===== src/rtl/gpio_write_responder.sv =====
// GPIO write-port responder: LED register, byte-stream FIFO drained over valid/ready.
// Optional GPIO_DROP_COUNT_EN adds a saturating count of pushes rejected while full.
module gpio_write_responder #(
    parameter logic [31:0] BASE_ADDR = 32'h0000_0400,
    parameter int          DEPTH     = 8,
    parameter int          CNT_W     = 4
) (
    input  logic             clk,
    input  logic             rst,
    input  logic [31:0]      GPIOaddr,
    input  logic [7:0]       GPIO,
    input  logic             GPIOEn,
    output logic [7:0]       led_out,
    output logic [7:0]       tx_data,
    output logic             tx_valid,
    input  logic             tx_ready,
    output logic [CNT_W-1:0] fifo_count,
`ifdef GPIO_DROP_COUNT_EN
    output logic [7:0]       drop_count,
`endif
    output logic             overflow
);

    localparam int PTR_W = $clog2(DEPTH);

    logic [7:0]       mem [DEPTH];
    logic [PTR_W-1:0] rd_ptr, wr_ptr, rd_next, wr_next;
    logic [CNT_W-1:0] count_next;
    logic [7:0]       head_next;
    logic [31:0]      offset;
    logic             led_we, push_req, ctrl_we, flush, clr_ovf;
    logic             full, pop, push, drop;

    // Addresses below BASE_ADDR wrap to huge offsets and fall into the ignored range.
    assign offset   = GPIOaddr - BASE_ADDR;
    assign led_we   = GPIOEn && (offset == 32'd0);
    assign push_req = GPIOEn && (offset == 32'd1);
    assign ctrl_we  = GPIOEn && (offset == 32'd2);
    assign flush    = ctrl_we && GPIO[0];
    assign clr_ovf  = ctrl_we && GPIO[1];

    assign full = (fifo_count == CNT_W'(DEPTH));
    assign pop  = tx_valid && tx_ready && !flush;
    // A pop on the same edge frees a slot, so a push into a full FIFO still lands.
    assign push = push_req && (!full || pop);
    assign drop = push_req && full && !pop;

    // NOTE: every signal assigned in always_comb gets a default first, so no latch is inferred.
    always_comb begin
        rd_next    = rd_ptr;
        wr_next    = wr_ptr;
        count_next = fifo_count;
        if (flush) begin
            rd_next    = '0;
            wr_next    = '0;
            count_next = '0;
        end else begin
            if (pop)  rd_next = rd_ptr + 1'b1;
            if (push) wr_next = wr_ptr + 1'b1;
            count_next = fifo_count + CNT_W'(push) - CNT_W'(pop);
        end
        // The byte being written this edge bypasses the array when it becomes the new head.
        head_next = (push && (rd_next == wr_ptr)) ? GPIO : mem[rd_next];
    end

    // NOTE: the storage array has no reset; only pointers and count define its contents.
    always_ff @(posedge clk) begin
        if (push) mem[wr_ptr] <= GPIO;
    end

    // NOTE: sequential state uses non-blocking assignments only.
    always_ff @(posedge clk or posedge rst) begin
        if (rst) begin
            led_out    <= '0;
            tx_data    <= '0;
            tx_valid   <= 1'b0;
            fifo_count <= '0;
            overflow   <= 1'b0;
            rd_ptr     <= '0;
            wr_ptr     <= '0;
        end else begin
            if (led_we) led_out <= GPIO;
            rd_ptr     <= rd_next;
            wr_ptr     <= wr_next;
            fifo_count <= count_next;
            tx_valid   <= (count_next != '0);
            tx_data    <= head_next;
            if (clr_ovf)   overflow <= 1'b0;
            else if (drop) overflow <= 1'b1;
        end
    end

`ifdef GPIO_DROP_COUNT_EN
    always_ff @(posedge clk or posedge rst) begin
        if (rst)                               drop_count <= '0;
        else if (clr_ovf)                      drop_count <= '0;
        else if (drop && drop_count != 8'hFF)  drop_count <= drop_count + 8'd1;
    end
`endif

endmodule


===== config.mk =====
export PLATFORM = sky130hd
export DESIGN_NAME = gpio_write_responder
export DESIGN_NICKNAME = d
export VERILOG_FILES = /design/src/rtl/gpio_write_responder.sv
export SDC_FILE = /design/constraint.sdc
export NUM_CORES = 1
export LEC_CHECK = 0
export CAP_MARGIN = 5
export CORE_AREA = 2 2 89 91
export DETAILED_ROUTE_END_ITERATION = 10
export DIE_AREA = 0 0 91 93
export GPL_TIMING_DRIVEN = 0
export MAX_ROUTING_LAYER = met4
export PLACE_DENSITY = 0.83
export SYNTH_ARGS = -nofsm -noshare
export SYNTH_HDL_FRONTEND = slang
export SYNTH_SLANG_ARGS = --single-unit

===== constraint.sdc =====
create_clock -name clk -period 6.7 [get_ports clk]
set_clock_uncertainty 0.15 [all_clocks]
set_input_delay 1.675 -clock clk [delete_from_list [all_inputs] [get_ports clk]]
set_output_delay 1.675 -clock clk [all_outputs]
set_load 0.02 [all_outputs]

==> impl_metrics.env, run 1 <==
export IMPL_numCtsBuffers=9
export IMPL_drive_above_1_share_pct=17.06
export IMPL_postCtsSetupBuffers=0
export IMPL_dr_pass1_iters=4
export IMPL_synthCells=297
export IMPL_routed_via_density=5.731
export IMPL_grt_ovfl_total=0
export IMPL_drv_slew=0
export IMPL_tns_ps=0
export IMPL_nets=427
export IMPL_crit_path_top_delay_cell="clkdlybuf4s50_1"
export IMPL_synth_area_leader_cell="edfxtp_1"
export IMPL_cp_required_ps=6790
export IMPL_syn_nets=348
export IMPL_fin_hold_ws_ps=374.3
export IMPL_cts_max_path_buffers=2
export IMPL_antenna_found_initial=0
export IMPL_ys_seq_area_share_pct=62.07
export IMPL_drtIter0Drc=155
export IMPL_setup_viol=0
export IMPL_crit_path_start_kind="primary input"
export IMPL_clk_pin_slew_worst_paths_ps=90
export IMPL_power_density_nw_per_um2=347.7
export IMPL_grtUsageTotal_pct=23.12
export IMPL_grt_max_degree=29
export IMPL_final_hold_viol_count=0
export IMPL_synth_edf_count=64
export IMPL_die_area_sq_um=8463
export IMPL_cts_htree_levels=3
export IMPL_min_period_over_period_pct=79.37
export IMPL_grt_pass1_vias=2803
export IMPL_path_cells="clkdlybuf4s50_1, nor4_4, nand2b_1, o41ai_1, o2111a_2, nand2_1, nand3_1, o31ai_1, ha_1, inv_1, fa_1, xor2_1, nor2_2, or4_1"
export IMPL_synth_area_sq_um=4225
export IMPL_cp_arrival_ps=5410
export IMPL_die_x_um=91
export IMPL_synthArstFlopShare_pct=30.43
export IMPL_clock_root_buffer="clkbuf_8"
export IMPL_rows=32
export IMPL_critPathCaptureType="register"
export IMPL_synth_area_per_cell_sq_um=14.23
export IMPL_cts_tree="built"
export IMPL_totalWireLength_um=9047
export IMPL_dp_hpwl_um=6466
export IMPL_cts_resized=0
export IMPL_vias=2768
export IMPL_path_max_fanout=9
export IMPL_ys_warn_count=0
export IMPL_nFillCells=565
export IMPL_peakVddDrop_v=0.0001763
export IMPL_period_minus_slack_ps=5318
export IMPL_maxCapViolCount=0
export IMPL_status="finished, final reports clean"
export IMPL_fmax_mhz=188.0
export IMPL_regArea_sq_um=2623
export IMPL_hold_buffers=0
export IMPL_synth_top_cell_area_share_pct=45.48
export IMPL_hold_class="register to register"
export IMPL_cpPeakStageDelay_ps=530
export IMPL_core_area_sq_um=7527
export IMPL_initial_utilization_pct=56.13
export IMPL_ant_nets=0
export IMPL_wl_per_cell_um=18.73
export IMPL_relSlewSlack_pct=18.19
export IMPL_tightest_slew_ps=1225
export IMPL_p_leak_uw=0.001893
export IMPL_multi_input_area_sq_um=1536
export IMPL_n_antenna_cell=0
export IMPL_synth_cell_types=44
export IMPL_area_delta_synth_final_pct=23.99
export IMPL_drc=0
export IMPL_finalWeightedCongestion=0.8409
export IMPL_ys_ff_latch=92
export IMPL_insertion_delay_ps=360
export IMPL_cts_sinks=92
export IMPL_die_h_um=93
export IMPL_synth_area_leaders="edfxtp_1 (45%), dfrtp_1 (17%), mux2_2 (6.9%), mux4_2 (4.3%), nor2_1 (3.1%)"
export IMPL_io_pins=66
export IMPL_grt_pass1_wl_um=14500
export IMPL_rsz0062_at_grt="false"
export IMPL_critPathKind="primary input to register"
export IMPL_ys_flop_type="edfxtp_1"
export IMPL_port_buffers=65
==> critical path: cells and delay by family <==
family,cells,cell delay [ps]
buffers and inverters,2,610
xor gates and xnor gates,1,170
and+or+nand+nor,6,1550
AOI/OAI and AO/OA,3,1000
adders and majority gates,2,410
==> metrics by stage <==
stage          total power, uW  setup slack (ps)  cell area [sq um]  instances  util, %
4_1_cts                   1834              1351               5201        480    69.10
6_report                  1822              1382               5239        483    69.60
3_5_place_dp              1457             979.0               5004        464    66.47
5_1_grt                   1930              1162               5239        483    69.60
3_3_place_gp              1428              1158               5004        464    66.47
2_1_floorplan             1219              1969               4225        297        -
==> layer usage <==
metal | track usage, % | routed length [um]
met1 | 29.14 | 4086
met2 | 38.83 | 4609
met3 | 3.948 | 256
met4 | 7.449 | 94
met5 | - | 0
==> power by group <==
| part | total [uW] | internal [uW] | leakage [uW] | switching (uW) |
|---|---|---|---|---|
| Combinational | 758 | 370 | 0.000873 | 388 |
| Sequential | 687 | 662 | 0.000925 | 25.4 |
| Clock | 377 | 176 | 0.0000948 | 201 |
| Total | 1820 | 1210 | 0.00189 | 615 |
==> flip-flops by register name, summed over array words and instances, names as in the netlist <==
name and cells:
fifo_count 4, led_out 8, mem 64, overflow 1, rd_ptr 3, tx_data 8
tx_valid 1, wr_ptr 3
==> kinds of logic after synthesis <==
logic type	share of synthesized area (%)
compound gates	6.544
xor+xnor	2.902
simple gates	13.00
flops	62.07
buf+inv	1.569
mux	11.67
fa+ha+maj	2.250
==> synth_stat cells, types with 7 or more instances <==
library cell and count:
edfxtp_1 64, nor2_1 35, dfrtp_1 28, mux2_2 26, nand2_1 12, o21ai_0 9
a221oi_1 8, a22o_1 8, mux4_2 8, xnor2_1 8, nor3_1 7
==> cell type report <==
| type | count | area share (%) |
|---|---|---|
| plain buffers | 9 | 0.8359 |
| clock buffers | 10 | 2.436 |
| clock inverters | 6 | 1.337 |
| inverters | 6 | 0.4299 |
| multi-input cells | 190 | 29.33 |
| flip-flops and latches | 92 | 50.06 |
| well taps | 102 | 2.436 |
| repair buffers | 68 | 13.14 |
==> worst paths after layout <==
path	startpoint	endpoint	slack (ps)	cells after the start
max	GPIOaddr[10]	tx_valid	1380	14
min	led_out[0]	led_out[0]	370	1
max reg2reg	tx_valid	tx_data[0]	3620	9
min reg2reg	led_out[0]	led_out[0]	370	1
max in group asynchronous	rst	tx_data[1]	4350	3
min in group asynchronous	rst	tx_data[4]	1540	2
==> placed cells by master, fill, tap and decap left out, types with 2 or more instances in the layout <==
master,n
clkdlybuf4s50_1,65
nor4b_1,4
a21oi_1,3
clkbuf_8,9
a21o_1,2
clkbuf_1,4
a221oi_1,8
mux2_2,26
or2_2,2
nor3_1,7
nor3b_1,5
xnor2_1,8
edfxtp_1,64
mux4_2,8
mux2i_1,2
nand2_1,12
xor2_1,6
nand4_2,2
buf_1,3
nand2b_1,2
ha_1,6
inv_1,6
o2111ai_1,2
nor2_1,35
a22o_1,8
and2_1,4
nand3_1,6
clkinvlp_4,2
nor4_1,6
nor4_4,3
o21ai_0,9
nor2b_1,2
buf_2,4
dfrtp_1,28
Power figures use the tool's default switching activity.
==> run 2, diff against run 1 <==
--- a/config.mk
+++ b/config.mk
@@ -6,12 +6,12 @@
 export NUM_CORES = 1
 export LEC_CHECK = 0
 export CAP_MARGIN = 5
-export CORE_AREA = 2 2 89 91
+export CORE_AREA = 2 2 92 94
 export DETAILED_ROUTE_END_ITERATION = 10
-export DIE_AREA = 0 0 91 93
+export DIE_AREA = 0 0 94 96
 export GPL_TIMING_DRIVEN = 0
 export MAX_ROUTING_LAYER = met4
-export PLACE_DENSITY = 0.83
+export PLACE_DENSITY = 0.79
 export SYNTH_ARGS = -nofsm -noshare
 export SYNTH_HDL_FRONTEND = slang
 export SYNTH_SLANG_ARGS = --single-unit
==> constraint.sdc (replaced) <==
create_clock -name clk -period 4.9 [get_ports clk]
set_clock_uncertainty 0.15 [all_clocks]
set_input_delay 1.225 -clock clk [delete_from_list [all_inputs] [get_ports clk]]
set_output_delay 1.225 -clock clk [all_outputs]
set_load 0.02 [all_outputs]
==> impl_metrics.env, run 2 (synthesis results as in run 1) <==
export IMPL_p_int_uw=1606
export IMPL_drc=0
export IMPL_maxCapViolCount=0
export IMPL_combPwrFrac_pct=42.8
export IMPL_clkPwrFrac_pct=19.0
export IMPL_crit_buf_inv=2
export IMPL_peakVddDrop_v=0.0002095
export IMPL_routed_via_density=5.741
export IMPL_cts_htree_levels=3
export IMPL_largest_reg_flops=64
export IMPL_grtUsageTotal_pct=21.25
export IMPL_regMostFlops="mem"
export IMPL_die_x_um=94
export IMPL_placed_cell_area_sq_um=5012
export IMPL_cts_max_path_buffers=2
export IMPL_clock_root_buffer="clkbuf_8"
export IMPL_seq_power_share_pct=38.2
export IMPL_critical_path_top_delay_family="simple AND/OR/NAND/NOR gates"
export IMPL_relSlewSlack_pct=18.18
export IMPL_path_max_fanout=7
export IMPL_switching_power_uw=856.1
export IMPL_insertion_delay_ps=350
export IMPL_rows=33
export IMPL_cp_required_ps=4970
export IMPL_grt_pass1_vias=2844
export IMPL_fin_hold_ws_ps=367.1
export IMPL_antenna_found_initial=0
export IMPL_n_antenna_cell=0
export IMPL_min_delay_path_depth=1
export IMPL_grt_ovfl_total=0
export IMPL_power_density_nw_per_um2=465.0
export IMPL_crit_cells=13
export IMPL_reg2regPathDepth=9
export IMPL_numCtsBuffers=9
export IMPL_crit_path_start_kind="primary input"
export IMPL_wl_per_cell_um=18.24
export IMPL_cp_arrival_ps=4730
export IMPL_vias=2813
export IMPL_cts_sinks=92
export IMPL_drive_above_1_share_pct=19.22
export IMPL_clk_pin_slew_worst_paths_ps=90
export IMPL_die_area_sq_um=9024
export IMPL_period_minus_slack_ps=4652
export IMPL_drtIter0Drc=196
export IMPL_status="finished, final reports clean"
export IMPL_ant_nets=0
export IMPL_tightest_slew_ps=1225
export IMPL_die_h_um=96
export IMPL_swShare_pct=34.77
export IMPL_finalWeightedCongestion=0.8517
export IMPL_p_leak_uw=0.001922
export IMPL_final_common_cell="clkdlybuf4s50_1"
export IMPL_path_cells="clkdlybuf4s50_1, nor4_4, nand2b_1, o41ai_2, o2111a_2, nand3b_1, o31ai_1, ha_1, inv_1, fa_1, xor2_1, nor2_2, or4_1"
export IMPL_critPathCaptureType="register"
export IMPL_cts_tree="built"
export IMPL_totalWireLength_um=8939
export IMPL_grt_pass1_wl_um=13950
export IMPL_top_regs="mem x64, led_out x8, tx_data x8"
export IMPL_crit_path_top_delay_cell="clkdlybuf4s50_1"
export IMPL_critPathKind="primary input to register"
export IMPL_fmax_mhz=215.0
export IMPL_initial_utilization_pct=52.48
export IMPL_port_buffers=65
export IMPL_nets=431
export IMPL_grt_max_degree=29
export IMPL_core_area_sq_um=8051
export IMPL_dp_hpwl_um=6336
export IMPL_dr_pass1_iters=4
export IMPL_io_pins=66
export IMPL_rsz0062_at_grt="false"
export IMPL_cpPeakStageDelay_ps=520
export IMPL_area_delta_synth_final_pct=25.32
export IMPL_final_area_sq_um=5295
export IMPL_drv_slew=0
export IMPL_totalPowerFinal_uw=2462
export IMPL_setup_viol=0
export IMPL_min_period_over_period_pct=94.94
export IMPL_final_hold_viol_count=0
export IMPL_hold_class="register to register"
export IMPL_final_cell_mix="clkdlybuf4s50_1 (65), edfxtp_1 (64), nor2_1 (35)"
[run 2: cell count changes in the layout (fill, tap and decap cells not counted), sizes merged]
cell and change:
buf +3, inv +2, bufinv -1, clkinv +1, clkinvlp -1
[run 2: worst register-to-register path, delay by kind of cell (launching register included)]
| family | cells | cell delay, ps |
|---|---|---|
| simple gates | 2 | 220 |
| compound gates | 2 | 550 |
| mux | 3 | 960 |
| flops | 1 | 400 |
| buf+inv | 2 | 760 |
[run 2: area by class of cell]
cell class / instances / area (sq um)
multi-input cells: 190 / 1578
clock buffers: 9 / 123.9
clock inverters: 7 / 57.56
flip-flops and latches: 92 / 2623
fillers: 587 / 2756
inverters: 6 / 22.52
plain buffers: 9 / 43.79
well taps: 105 / 131.4
repair buffers: 72 / 715.7
[run 2: through the flow]
stage	std cells	util [%]	setup WS (ps)	TNS (ps)
finish	490	65.77	247.9	0
global route	490	65.77	3.747	0
CTS	484	64.51	104.4	0
detailed placement	468	62.25	-257.3	-4100
global placement	467	62.19	-230.4	-4105
floorplan	297	-	618.9	0
[run 2: layer usage]
| metal | up-vias | part of all wire [%] | global-route usage, % |
|---|---|---|---|
| met4 | 0 | 1.5 | 7.126 |
| met3 | 17 | 5.3 | 3.446 |
| li1 | 1311 | - | - |
| met5 | - | 0 | - |
| met1 | 1395 | 42 | 27.55 |
| met2 | 90 | 51 | 34.64 |
[run 2: worst paths after layout]
kind                              start          to  slack (ps)
max                        GPIOaddr[10]    tx_valid         250
min                          led_out[2]  led_out[2]         370
max reg2reg                    tx_valid  tx_data[5]        1780
min reg2reg                  led_out[2]  led_out[2]         370
max in group asynchronous           rst  led_out[2]        2960
min in group asynchronous           rst   rd_ptr[1]        1120
[run 2: repair_timing]
| action | CTS | global route |
|---|---|---|
| endpoints found under the setup margin | 0 | 5 |
| setup buffers | 0 | 2 |
| resized for setup | 0 | 6 |
| hold buffers | 0 | 0 |
[run 2: power by group through the flow]
| stage | sequential [uW] | clock, uW | combinational (uW) |
|---|---|---|---|
| floorplan | 1020 | 0 | 645 |
| global placement | 955 | 0 | 1010 |
| detailed placement | 957 | 0 | 1040 |
| CTS | 940 | 474 | 1050 |
| global route | 949 | 504 | 1160 |
| finish | 940 | 469 | 1050 |
==> run 3, diff against run 2 <==
--- a/config.mk
+++ b/config.mk
@@ -6,9 +6,9 @@
 export NUM_CORES = 1
 export LEC_CHECK = 0
 export CAP_MARGIN = 5
-export CORE_AREA = 2 2 92 94
+export CORE_AREA = 3 3 130 69
 export DETAILED_ROUTE_END_ITERATION = 10
-export DIE_AREA = 0 0 94 96
+export DIE_AREA = 0 0 133 72
 export GPL_TIMING_DRIVEN = 0
 export MAX_ROUTING_LAYER = met4
 export PLACE_DENSITY = 0.79
==> impl_metrics.env, run 3 (synthesis results as in run 1) <==
export IMPL_ant_nets=0
export IMPL_initial_utilization_pct=53.39
export IMPL_p_leak_uw=0.001942
export IMPL_status="finished, final reports clean"
export IMPL_min_period_over_period_pct=96.25
export IMPL_cts_tree="built"
export IMPL_n_antenna_cell=0
export IMPL_area_delta_synth_final_pct=26.86
export IMPL_port_buffers=65
export IMPL_rows=23
export IMPL_cp_arrival_ps=4770
export IMPL_clock_root_buffer="clkbuf_16"
export IMPL_grt_ovfl_total=0
export IMPL_fin_hold_ws_ps=363.6
export IMPL_die_area_sq_um=9576
export IMPL_hold_class="register to register"
export IMPL_final_common_cell="clkdlybuf4s50_1"
export IMPL_cts_htree_levels=3
export IMPL_tns_ps=0
export IMPL_relSlewSlack_pct=18.51
export IMPL_postCtsSetupBuffers=0
export IMPL_power_density_nw_per_um2=503.7
export IMPL_dr_pass1_iters=5
export IMPL_critPathCaptureType="register"
export IMPL_core_area_sq_um=7914
export IMPL_finalWeightedCongestion=0.8472
export IMPL_insertion_delay_ps=340
export IMPL_top_regs="mem x64, led_out x8, tx_data x8"
export IMPL_drc=0
export IMPL_regArea_sq_um=2623
export IMPL_drtIter0Drc=216
export IMPL_multi_input_area_sq_um=1559
export IMPL_final_hold_viol_count=0
export IMPL_tightest_slew_ps=1213
export IMPL_vias=2887
export IMPL_grt_max_degree=29
export IMPL_antenna_found_initial=0
export IMPL_grt_pass1_wl_um=15480
export IMPL_place_inst=474
export IMPL_crit_path_start_kind="primary input"
export IMPL_rsz0062_at_grt="false"
export IMPL_maxCapViolCount=0
export IMPL_final_cell_mix="clkdlybuf4s50_1 (65), edfxtp_1 (64), nor2_1 (35)"
export IMPL_utilization_pct=67.73
export IMPL_routed_via_density=5.868
export IMPL_critPathKind="primary input to register"
export IMPL_setup_viol=0
export IMPL_clk_pin_slew_worst_paths_ps=70
export IMPL_period_minus_slack_ps=4716
export IMPL_regMostFlops="mem"
export IMPL_die_h_um=72
export IMPL_peakVddDrop_v=0.0002542
export IMPL_wl_per_cell_um=19.17
export IMPL_fmax_mhz=212.0
export IMPL_io_pins=66
export IMPL_path_max_fanout=7
export IMPL_grtUsageTotal_pct=21.52
export IMPL_totalWireLength_um=9431
export IMPL_cts_max_path_buffers=2
export IMPL_nets=426
export IMPL_drv_slew=0
export IMPL_cp_required_ps=4950
export IMPL_numCtsBuffers=9
export IMPL_instances_no_fill=492
export IMPL_grt_pass1_vias=3028
export IMPL_drive_above_1_share_pct=18.16
export IMPL_die_x_um=133
export IMPL_largest_reg_flops=64
export IMPL_dp_hpwl_um=6716
export IMPL_cts_sinks=92
export IMPL_nFillCells=533
-- run 3: changes by cell type in the layout (fill, tap and decap cells not counted), moves of 2 or more --
cell	change
clkbuf_8	-8
buf_4	-2
clkbuf_16	+10
clkinv_2	-2
-- run 3: per-layer routing --
layer | routed length [um] | share of wire [%] | vias to the layer above | track usage, %
li1 | - | - | 1302 | -
met1 | 3776 | 40 | 1429 | 26.66
met2 | 4742 | 50 | 145 | 35.67
met3 | 804 | 8.5 | 11 | 6.025
met4 | 108 | 1.1 | 0 | 5.530
met5 | 0 | 0 | - | -
-- run 3: layout make-up --
cell class                 instances  share of cell area, %
clock buffer                      11                  4.925
tap                              112                  2.614
timing repair buffer              67                  12.32
sequential                        92                  48.93
clock inverter                     5                 0.8870
multi-input combinational        190                  29.09
inverter                           6                 0.4202
buffer                             9                 0.8170
-- run 3: worst max-delay path, cell delays in order --
cell and delay, ps:
clkdlybuf4s50_1 480, nor4_4 350, nand4_2 220, nor4_4 390, o2111a_2 340, nand3b_1 110
o31ai_1 220, ha_1 210, inv_1 60, fa_1 370, xor2_1 200, nor2_2 60
or4_1 530
-- run 3: final timing paths --
check                                  start    endpoint  slack (ps)  depth (start not counted)
min in group asynchronous                rst  led_out[5]        1340                          2
max in group asynchronous                rst  led_out[1]        2570                          2
worst min register to register    led_out[2]  led_out[2]         360                          1
worst min-delay path              led_out[2]  led_out[2]         360                          1
worst max register to register      tx_valid  tx_data[4]        1740                          9
worst max-delay path            GPIOaddr[13]    tx_valid         180                         13
-- run 3: stage by stage --
stage / cell area, sq um / power [uW] / worst slack [ps]
5_1_grt: 5360 / 2849 / 14.02
3_3_place_gp: 5016 / 1954 / -153.0
6_report: 5360 / 2700 / 183.8
4_1_cts: 5328 / 2715 / 33.08
3_5_place_dp: 5016 / 2005 / -285.1
2_1_floorplan: 4225 / 1667 / 618.9
-- run 3: power breakdown --
group / internal [uW] / switching [uW]
Sequential: 906 / 37.7
Clock: 399 / 300
Combinational: 506 / 551
Total: 1810 / 889
-- run 3: repair_timing --
action	in CTS	in global routing
endpoints found under the setup margin	0	7
resized for setup	0	3
hold buffers	0	0
